[src/rtl/sprite_pkg.sv]
// sprite_pkg: shared constants and width helper for the sprite blocks
//   SPRITE_COORD_W    default pixel coordinate width
//   SPRITE_BLOCK_LOG2 default log2 of the sprite block edge
//   SPRITE_ADDR_BASE  default constant offset of the sprite ROM address
//   clog2_min1()      ceil(log2(n)), never below 1, for counter widths
package sprite_pkg;

    localparam int SPRITE_COORD_W    = 10;
    localparam int SPRITE_BLOCK_LOG2 = 5;
    localparam int SPRITE_ADDR_BASE  = 1;

    function automatic int clog2_min1(input int n);
        int r;
        r = 0;
        while ((1 << r) < n) r++;
        return (r < 1) ? 1 : r;
    endfunction

endpackage

[src/rtl/coord_window_cmp.sv]
// coord_window_cmp: one-axis window test lo <= pos < lo+SPAN plus offset pos-lo
//   pos  in   W  scan coordinate
//   lo   in   W  window start
//   hit  out  1  pos inside the window
//   off  out  W  pos - lo (meaningful only on a hit)
// The upper bound is formed at W+1 bits so a window past 2^W clips instead of wrapping.
module coord_window_cmp
    import sprite_pkg::*;
#(
    parameter int W    = SPRITE_COORD_W,
    parameter int SPAN = 32
) (
    input  logic [W-1:0] pos,
    input  logic [W-1:0] lo,
    output logic         hit,
    output logic [W-1:0] off
);

    localparam logic [W:0] SPAN_V = (W+1)'(SPAN);

    logic [W:0] hi;

    always_comb begin
        hi  = {1'b0, lo} + SPAN_V;
        hit = (pos >= lo) && ({1'b0, pos} < hi);
        off = pos - lo;
    end

endmodule

[src/rtl/sprite_strip_coord_gen.sv]
// sprite_strip_coord_gen: maps the scan position onto a grid of sprite blocks (2-clock pipeline)
//   clk, reset              pixel clock, asynchronous active-high reset
//   frame_x, frame_y        current scan position
//   pix_valid, frame_start  visible-area flag, start-of-frame pulse
//   strip_x, strip_y        requested grid origin, latched on frame_start
//   strip_en                requested grid visibility, latched on frame_start
//   block_idx               col + BLOCKS_X*row of the hit block
//   inblock_addr            sprite ROM address
//   anim_frame              current animation frame
//   strip_there             current pixel lies inside the grid
// Optional macro STRIP_SCALE2X_EN draws every block at double size.
module sprite_strip_coord_gen
    import sprite_pkg::*;
#(
    parameter int COORD_W     = SPRITE_COORD_W,
    parameter int BLOCK_LOG2  = SPRITE_BLOCK_LOG2,
    parameter int BLOCKS_X    = 5,
    parameter int BLOCKS_Y    = 1,
    parameter int IDX_W       = 3,
    parameter int ANIM_FRAMES = 1,
    parameter int ANIM_DIV    = 8,
    parameter int ADDR_BASE   = SPRITE_ADDR_BASE,
    parameter int ADDR_W      = 10
) (
    input  logic                                 clk,
    input  logic                                 reset,
    input  logic [COORD_W-1:0]                   frame_x,
    input  logic [COORD_W-1:0]                   frame_y,
    input  logic                                 pix_valid,
    input  logic                                 frame_start,
    input  logic [COORD_W-1:0]                   strip_x,
    input  logic [COORD_W-1:0]                   strip_y,
    input  logic                                 strip_en,
    output logic [IDX_W-1:0]                     block_idx,
    output logic [ADDR_W-1:0]                    inblock_addr,
    output logic [clog2_min1(ANIM_FRAMES)-1:0]   anim_frame,
    output logic                                 strip_there
);

`ifdef STRIP_SCALE2X_EN
    localparam int SC = 1;
`else
    localparam int SC = 0;
`endif

    localparam int GW  = (BLOCKS_X << BLOCK_LOG2) << SC;
    localparam int GH  = (BLOCKS_Y << BLOCK_LOG2) << SC;
    localparam int AFW = clog2_min1(ANIM_FRAMES);
    localparam int FCW = clog2_min1(ANIM_DIV);

    logic [COORD_W-1:0] sx, sy;
    logic               sen;
    logic               hx, hy;
    logic [COORD_W-1:0] ox, oy;
    logic               hit1;
    logic [COORD_W-1:0] lx1, ly1;
    logic [COORD_W-1:0] lxs, lys;
    logic [IDX_W-1:0]   idx_n;
    logic [ADDR_W-1:0]  addr_n;
    logic [FCW-1:0]     fcnt;
    logic               wrap;

    coord_window_cmp #(.W(COORD_W), .SPAN(GW)) u_cmp_x (
        .pos(frame_x),
        .lo (sx),
        .hit(hx),
        .off(ox)
    );

    coord_window_cmp #(.W(COORD_W), .SPAN(GH)) u_cmp_y (
        .pos(frame_y),
        .lo (sy),
        .hit(hy),
        .off(oy)
    );

    // Stage-2 derivation; the address picks up the animation frame current at stage 2.
    always_comb begin
        lxs    = lx1 >> SC;
        lys    = ly1 >> SC;
        idx_n  = IDX_W'(lxs >> BLOCK_LOG2) + IDX_W'(BLOCKS_X) * IDX_W'(lys >> BLOCK_LOG2);
        addr_n = ADDR_W'(ADDR_BASE)
               + ADDR_W'(lxs[BLOCK_LOG2-1:0])
               + (ADDR_W'(lys[BLOCK_LOG2-1:0]) << BLOCK_LOG2)
               + (ADDR_W'(anim_frame) << (2*BLOCK_LOG2));
        wrap   = fcnt == FCW'(ANIM_DIV-1);
    end

    always_ff @(posedge clk or posedge reset) begin
        if (reset) begin
            sx           <= '0;
            sy           <= '0;
            sen          <= 1'b0;
            fcnt         <= '0;
            anim_frame   <= '0;
            hit1         <= 1'b0;
            lx1          <= '0;
            ly1          <= '0;
            strip_there  <= 1'b0;
            block_idx    <= '0;
            inblock_addr <= '0;
        end else begin
            // Shadow copies change only between frames; the pixel on the
            // frame_start clock still compares against the old values.
            if (frame_start) begin
                sx   <= strip_x;
                sy   <= strip_y;
                sen  <= strip_en;
                fcnt <= wrap ? '0 : fcnt + 1'b1;
                if (wrap)
                    anim_frame <= (anim_frame == AFW'(ANIM_FRAMES-1)) ? '0 : anim_frame + 1'b1;
            end
            hit1        <= pix_valid & sen & hx & hy;
            lx1         <= ox;
            ly1         <= oy;
            strip_there <= hit1;
            // On a miss, index and address keep their last hit values.
            if (hit1) begin
                block_idx    <= idx_n;
                inblock_addr <= addr_n;
            end
        end
    end

endmodule

[config.mk]
export PLATFORM = sky130hd
export DESIGN_NAME = sprite_strip_coord_gen
export DESIGN_NICKNAME = d
export VERILOG_FILES = /design/src/rtl/sprite_pkg.sv /design/src/rtl/coord_window_cmp.sv /design/src/rtl/sprite_strip_coord_gen.sv
export SDC_FILE = /design/constraint.sdc
export NUM_CORES = 1
export LEC_CHECK = 0
export CAP_MARGIN = 20
export CORE_MARGIN = 2
export CORE_UTILIZATION = 70
export CTS_BUF_LIST = sky130_fd_sc_hd__clkbuf_8
export DETAILED_ROUTE_END_ITERATION = 10
export DONT_BUFFER_PORTS = 1
export GPL_TIMING_DRIVEN = 0
export PLACE_DENSITY = 0.83
export SLEW_MARGIN = 20
export SYNTH_ARGS = -nofsm -noshare
export SYNTH_HDL_FRONTEND = slang
export SYNTH_SLANG_ARGS = --single-unit
export TNS_END_PERCENT = 30
[constraint.sdc]
create_clock -name clk -period 4 [get_ports clk]
set_clock_uncertainty 0.15 [all_clocks]
set_input_delay 0.8 -clock clk [delete_from_list [all_inputs] [get_ports clk]]
set_output_delay 0.8 -clock clk [all_outputs]
set_load 0.05 [all_outputs]
==> metrics, run 1 <==
status completed; Data required, critical path 4.08 ns; CTS tree done; initial antenna violation count 0; maximum clock insertion buffer count 2; register area share after synthesis 41.8%; Post-CTS Hold Fix Bufs 0; Synth cell types 49; post_cts resized 0; simple logic cell fraction of the synthesized area 11.9%; GPL Wtd Cong 0.843; max_slew headroom 56.4%; buffers inserted by post-CTS timing repair 0; Ports 60; combinational family with the most area after synthesis adder cells; WL/cell 15.4 um; PD cells 510 nW/um^2; Max Fclk 448 MHz; mux cell area share after synthesis 2.85%; adder-cell share of the synthesized area 15.8%; Area Growth Syn to Fin 6.07%; first-pass GRT wire length 9.80 mm; Setup CP Type in -> reg; Synth Area in XOR/XNOR 7.04%; Synth Instances 315; DIE HEIGHT 70.7 um; Post-Synthesis Cell Area 3110 sq um; Worst VDD drop 213 uV; Syn Area/Cell 9.88 sq um; top cell type's share of synthesized area 41.8%; Reg clk slew, reported paths 0.10 ns; Yosys reg bits 52; Ys Warns 0; Pleak ~1.6 nW; WP data arrival 2.31 ns; routed vias/inst 5.82; core area ~4300 sq um; nets 406; Die W 70.7 um; vias in the first global route 2,263; final hold slack just under 0.3 ns; Critical Path Fanout Max 3; row count 24; overall power between 1.5 and 2 mW; crit path launch type input pin; drt initial violations between 100 and 150; share of post-route cells with drive strength above 1 8.33%; EDFF count, synth 0; worst-skew pair later-pin latency about 0.32 ns; post-DP HPWL 4.75 mm; crit share post-route 55.8%; worst slew pin tran 0.653 ns; initial core utilization 72.0%; final setup TNS 0 ns; via count 2,189; final instance area 3300 sq um; Global Route Usage Sum between 20% and 30%; CTS root buf clkbuf_8; prevailing post-synth register cell dfrtp_1; MaxCap Viol Count 0; post-route ant nets 0; Async SR Flop Fraction 100%; Post-route DRC 0; Num CTS Buffers 5; Final Util 76.3%; clock sink count 52; DP Area 3200 sq um; Slew Viols, Final 0; compound-gate portion of the synthesized area 15.2%; drt first pass iters 4; total grt overflow 0; DIE AREA 4990 sq um; Final setup viols 0; diode count 0; syn_nets approximately 400; Yosys top cell by area dfrtp_1; Hold Path Class in -> async; main area contributors after synthesis dfrtp_1 (42%), ha_1 (14%), xnor2_1 (4.5%); FF-to-FF path depth 9; port bufs 0; Tmin final 2.23 ns; final hold vios 0; CP Capture Type flip-flop; RSZ-0062 raised after global routing no; htree depth 2; WL final 5.77 mm; largest net degree at the start of global routing 31
==> routing by layer <==
metal  routed length (um)  vias up  track usage [%]  part of all wire (%)
met4                   89        0             9.01                   1.5
met2                 3020       60             45.9                    52
li1                     -     1090                -                     -
met1                 2380     1031             30.0                    41
met5                    0        -                0                     0
met3                  290        8             4.70                   5.0
==> flip-flops by register name (all words and copies together) (netlist names) <==
register and count:
inblock_addr 10, sx 10, sy 10, lx1 8
ly1 8, block_idx 3, hit1 1, sen 1
strip_there 1
==> per-stage QoR <==
stage | worst slack [ns] | cells
after floorplan | 1.61 | 315
after global placement | 1.36 | 367
after detailed placement | 1.43 | 368
after CTS | 1.76 | 376
after global routing | 1.62 | 376
final | 1.77 | 376
==> worst paths after layout <==
path / startpoint / slack, ns / endpoint
worst max-delay path: frame_x[0] / 1.77 / hit1
worst min register to register: hit1 / 0.31 / strip_there
min in group clk: hit1 / 0.31 / strip_there
max in group asynchronous: reset / 2.87 / sx[6]
worst max register to register: sx[5] / 1.85 / hit1
worst min-delay path: reset / 0.29 / sx[0]
==> cell type report <==
class | instances | area, sq um
Buffer | 7 | 32.5
Clock buffer | 5 | 68.8
Multi-Input combinational cell | 221 | 1650
Fill cell | 303 | 1020
Inverter | 35 | 131
Tap cell | 52 | 65.1
Clock inverter | 3 | 27.5
Timing Repair Buffer | 1 | 27.5
Sequential cell | 52 | 1300
==> placed cells by master, fill, tap and decap left out, drive strengths merged, types with 4 or more instances in the layout <==
cell type / netlist / layout
nor3: 4 / 4
a21oi: 22 / 22
o21a: 5 / 5
o21ai: 27 / 27
nor2b: 4 / 4
xnor2: 16 / 16
buf: 3 / 4
clkbuf: 4 / 9
nor2: 20 / 20
xor2: 9 / 9
dfrtp: 52 / 52
a21boi: 5 / 5
inv: 35 / 36
mux2: 7 / 7
nand2: 27 / 27
nand3: 10 / 10
ha: 36 / 36
==> critical path, cell delays in order <==
cell and delay (ns):
inv_1 0.02, ha_1 0.22, fa_1 0.47, a21boi_0 0.17, a2bb2oi_1 0.16, a22oi_1 0.17
nand4_1 0.13, nor4_2 0.17
==> synth_stat cells, types with 4 or more instances <==
cell / instances
o21a_1: 5
xnor2_1: 16
nand2_1: 27
o21ai_1: 10
mux2_1: 6
clkbuf_1: 4
o21ai_0: 15
nor3_1: 4
xor2_1: 9
nor2_1: 20
ha_1: 36
inv_1: 35
nand3_1: 9
a21oi_1: 20
dfrtp_1: 52
==> power by group <==
part	internal, mW	switching (mW)
clock network	0.129	0.184
logic	0.202	0.232
registers	0.640	0.295
==> cells by family (layout without fill, tap and decap cells) <==
kind of cell | count (synthesis) | in the layout
DFF | 52 | 52
and+or+nand+nor | 75 | 75
buffers and inverters | 42 | 51
muxes | 8 | 8
xor gates and xnor gates | 25 | 25
AOI/OAI and AO/OA | 74 | 74
adders and majority gates | 38 | 38
other | 1 | 1
(Power assumes the default switching activity.)
==> run 2, diff against run 1 <==
Settings changed: CORE_UTILIZATION 70 to 60, PLACE_DENSITY 0.83 to 0.76.
Clock period 4 ns to 1.9 ns, I/O delays scaled along.
==> metrics, run 2 (synthesized netlist as in run 1, its figures left out) <==
initial core utilization 61.7%; DP Area ~3200 sq um; maximum clock insertion buffer count 2; Slew Viols, Final 0; largest net degree at the start of global routing 30; clock sink count 52; drt first pass iters 4; worst slew pin tran 0.646 ns; slack of the critical path -0.195 ns; via count 2,209; drt initial violations 85; Switch Pwr 1.51 mW; RSZ-0062 raised after global routing yes; final hold vios 0; Die W 76.0 um; port bufs 0; Final setup viols 2; clock power share 21.0%; max_slew headroom 56.9%; CTS tree done; final instance area roughly 3400 sq um; Setup CP Type reg -> reg; Ports 60; crit path launch type flip-flop; Global Route Usage Sum 21.5%; internal power 2.19 mW; Post-route DRC 0; most common cell after layout, fill and taps aside dfrtp_1; share of post-route cells with drive strength above 1 13.4%; post-route ant nets 0; nets 411; Critical Path Fanout Max 3; diode count 0; PD cells 1080 nW/um^2; most frequent cells in the layout dfrtp_1 (51), inv_1 (34), ha_1 (33); Data required, critical path 1.96 ns; DIE AREA 5780 sq um; Inst Count DP around 390; GPL Wtd Cong 0.883; htree depth 2; Tmin final approximately 2.1 ns; status finished, violations left; MaxCap Viol Count 0; final setup TNS -0.210 ns; Max Fclk 477 MHz; slowest stage delay, CP 0.44 ns; Pleak 1.60 nW; post-DP HPWL about 4.7 mm; Num CTS Buffers 5; Worst VDD drop 543 uV; Comb power frac 25.7%; initial antenna violation count 0; WL/cell between 15 and 20 um; Hold Path Class in -> reg; final hold slack 0.0337 ns; first-pass GRT wire length 9.84 mm; part of the power in registers 53.3%; biggest regs inblock_addr x10, sx x10, sy x10; sw frac between 40% and 50%; row count 26; WL final 6.19 mm; violated checks negative setup slack; total grt overflow 0; overall power 3.70 mW; fin cells 399; worst-path cell chain ha_4 > o21ai_2 > xnor2_1 > ha_1 > a21oi_1 > nand2_1 > o22ai_2 > nand4_1 > nor4_2; CP max-delay cell dfrtp_1; Area Growth Syn to Fin 10.7%; CTS root buf clkbuf_8; CP Capture Type flip-flop; DIE HEIGHT ~76 um; vias in the first global route 2,187; worst-skew pair later-pin latency 0.31 ns; crit share post-route 110%; core area slightly above 5000 sq um; Reg clk slew, reported paths 0.10 ns; routed vias/inst 5.54; WP data arrival 2.15 ns
[run 2: path summary, 6_finish.rpt]
check | endpoint | cells past startpoint | startpoint | slack (ns)
worst min register to register | strip_there | 0 | hit1 | 0.30
worst max-delay path | hit1 | 9 | sx[5] | -0.20
max in group asynchronous | sx[6] | 3 | reset | 0.59
min in group asynchronous | inblock_addr[5] | 2 | reset | 0.47
worst max register to register | hit1 | 9 | sx[5] | -0.20
worst min-delay path | sy[8] | 2 | strip_y[8] | 0.03
[run 2: power groups by stage]
| stage | registers, mW | logic (mW) | clock network (mW) |
|---|---|---|---|
| after floorplan | 1.95 | 0.740 | 0 |
| after global placement | 1.98 | 0.869 | 0 |
| after detailed placement | 2.00 | 0.907 | 0 |
| after CTS | 1.98 | 0.933 | 0.787 |
| after global routing | 2.01 | 1.09 | 0.841 |
| final | 1.97 | 0.954 | 0.776 |
[run 2: critical path: cells and delay by family (launching register included)]
| kind | cells | cell delay, ns |
|---|---|---|
| AOI/OAI and AO/OA | 3 | 0.39 |
| xor gates and xnor gates | 1 | 0.09 |
| adders and majority gates | 2 | 0.54 |
| DFF | 1 | 0.44 |
| and+or+nand+nor | 3 | 0.38 |
[run 2: final cells by class]
class | instances | area (sq um)
inverters | 35 | 131
clock inverters | 3 | 46.3
fillers | 376 | 1600
flip-flops and latches | 52 | 1300
multi-input cells | 221 | 1710
clock buffers | 5 | 68.8
repair buffers | 6 | 67.6
well taps | 70 | 87.6
plain buffers | 7 | 32.5
[run 2: repair_timing]
action | in CTS | in global routing
resized for setup | 3 | 9
endpoints found under the setup margin | 1 | 4
pin swaps | 11 | 7
endpoints found under the hold margin | 28 | 0
hold buffers | 1 | 0
buffers inserted | 4 | 0
[run 2: metrics by stage]
step	setup WS, ns	utilization (%)
floorplan	0.0000701	-
global placement	-0.355	63.7
detailed placement	-0.231	64.2
CTS	-0.213	67.5
global route	-0.257	68.3
finish	-0.195	68.3
[run 2: layer usage]
metal	share of wire [%]	vias up	routed length (um)	track usage, %
met3	5.4	11	331	5.69
met4	2.4	0	151	7.64
met2	50	56	3100	38.6
met1	42	1042	2610	24.8
li1	-	1100	-	-
met5	0	-	0	0
==> run 3, diff against run 2 <==
Settings changed: ABC_AREA set to 1, REMOVE_ABC_BUFFERS set to 1.
==> metrics, run 3 <==
top cell type's share of synthesized area slightly above 40%; top cells by count, synth nand2_1 (94), dfrtp_1 (52), inv_1 (48); main area contributors after synthesis dfrtp_1 (41%), ha_1 (14%), nand2_1 (11%); Pleak around 1.7 nW; Area Growth Syn to Fin 8.88%; register area share after synthesis 40.9%; Reg area about 1300 sq um; core area a little over 5000 sq um; crit path launch type flip-flop; PD cells ~1100 nW/um^2; Critical Path Fanout Max 3; Slew Viols, Final 0; post-route ant nets 0; most common cell after layout, fill and taps aside nand2_1; Reg clk slew, reported paths ~0.09 ns; Switch Pwr 1.45 mW; Synth cell types 34; clock power share around 23%; WL final 5.38 mm; GRT met2 Usage between 30% and 40%; post-DP HPWL 4.28 mm; Setup CP Type reg -> reg; R2R Setup Slk between 0.07 and 0.08 ns; Post-Synthesis Cell Area 3180 sq um; most frequent cells in the layout nand2_1 (94), dfrtp_1 (52), inv_1 (46); Final setup viols 0; worst slew pin tran roughly 0.63 ns; WHS Path Cells 1; Yosys top cell by area dfrtp_1; routed vias/inst 5.08; DIE HEIGHT 76.8 um; GPL Wtd Cong 0.859; CTS root buf clkbuf_8; met1 Usage GRT 24.9%; Die W 76.8 um; FF-to-FF path depth 10; Async SR Flop Fraction 100%; Global Route Usage Sum between 15 and 20%; met3 global-route usage 4.94%; share of post-route cells with drive strength above 1 under 10%; Comb power frac 23.9%; drt first pass iters 5; WP data arrival 1.90 ns; crit share post-route 96.2%; MaxCap Viol Count 0; final instance area 3470 sq um; final hold slack 0.0294 ns; overall power 3.73 mW; CTS tree done; Max Fclk approximately 550 MHz; internal power 2.28 mW; Ports 60; Hold Path Class in -> reg; total grt overflow 0; most frequent cell after synthesis nand2_1; Critical R2R Launch sx[5]; Min-Delay Endpoint sx[6]; vias in the first global route 2,237; initial antenna violation count 0; htree depth 2; largest net degree at the start of global routing 40; port bufs 0; drt initial violations just under 70; reg2reg end hit1; WL/cell 12.0 um; hold path startpoint frame_start; prevailing post-synth register cell dfrtp_1; Num CTS Buffers 5; first-pass GRT wire length 9.66 mm; Data required, critical path between 1.5 and 2 ns; final hold vios 0; via count roughly 2.3k; row count 26; clock sink count 52; Ys Warns 0; DP Area approximately 3300 sq um; diode count 0; Syn Area/Cell 8.53 sq um; EDFF count, synth 0; Final Util 67.9%; worst-skew pair later-pin latency approximately 0.30 ns; sw frac 38.8%; part of the power in registers 52.9%; Worst VDD drop 612 uV; nets 460; Synth Instances 373; Yosys reg bits 52; Post-route DRC 0; maximum clock insertion buffer count 2; Fill cells 418; DIE AREA 5900 sq um; max_slew headroom 58.0%; Multi-input gate area 1710 sq um; status completed; busiest grt layer met2; initial core utilization roughly 62%; Tmin final 1.83 ns; CP Capture Type flip-flop; biggest regs inblock_addr x10, sx x10, sy x10
[run 3: critical path, stage by stage, from the launching register on]
cell and delay (ns):
dfrtp_1 0.42, buf_4 0.15, nand2_1 0.06, nand2_1 0.09
xor2_1 0.16, ha_1 0.30, a21oi_2 0.12, nor2_1 0.05
nor2_1 0.09, nand2_1 0.06, nor3_2 0.09
[run 3: how the worst max path moves through the flow]
stage	from	endpoint	slack [ns]	depth (start not counted)
floorplan	reset	block_idx[0]	0.11	1
global placement	reset	sx[4]	-0.39	1
detailed placement	sx[5]	hit1	0.04	9
CTS	sx[5]	hit1	0.02	9
global route	sx[5]	hit1	-0.005	10
finish	sx[5]	hit1	0.07	10
[run 3: per-stage QoR]
step / setup TNS (ns) / worst slack [ns] / std cells
floorplan: 0 / 0.112 / 366
global placement: -20.00 / -0.387 / 436
detailed placement: 0 / 0.0420 / 437
CTS: 0 / 0.0204 / 445
global route: -0.00548 / -0.00548 / 447
finish: 0 / 0.0729 / 447
[run 3: cell families after synthesis]
group | share of synthesized area, %
compound gates | 8.49
xor+xnor | 7.43
fa+ha+maj | 15.4
buf+inv | 6.92
flops | 40.9
mux | 1.06
other cells | 0.118
simple gates | 19.7
[run 3: final cells by class]
cell class              instances  share of cell area, %
well taps                      70                   2.53
clock buffers                   5                   1.99
repair buffers                  4                   1.52
flip-flops and latches         52                   37.5
inverters                      50                   5.42
clock inverters                 2                   1.73
multi-input cells             264                   49.3
[run 3: power groups by stage]
stage,combinational [mW],clock [mW],sequential (mW)
after detailed placement,0.865,0,2.00
final,0.891,0.865,1.97
after floorplan,0.719,0,1.95
after CTS,0.874,0.893,1.97
after global routing,1.05,0.918,2.01
after global placement,0.824,0,1.99
[run 3: repair_timing]
item | CTS | global route
hold buffers | 1 | 0
setup endpoints to repair | 0 | 1
buffers inserted | 0 | 2
endpoints found under the hold margin | 27 | 0
resized for setup | 0 | 12
[run 3: per-layer routing]
metal / wire (um) / up-vias
li1: - / 1196
met1: 2360 / 1018
met2: 2680 / 54
met3: 302 / 4
met4: 47 / 0
met5: 0 / -
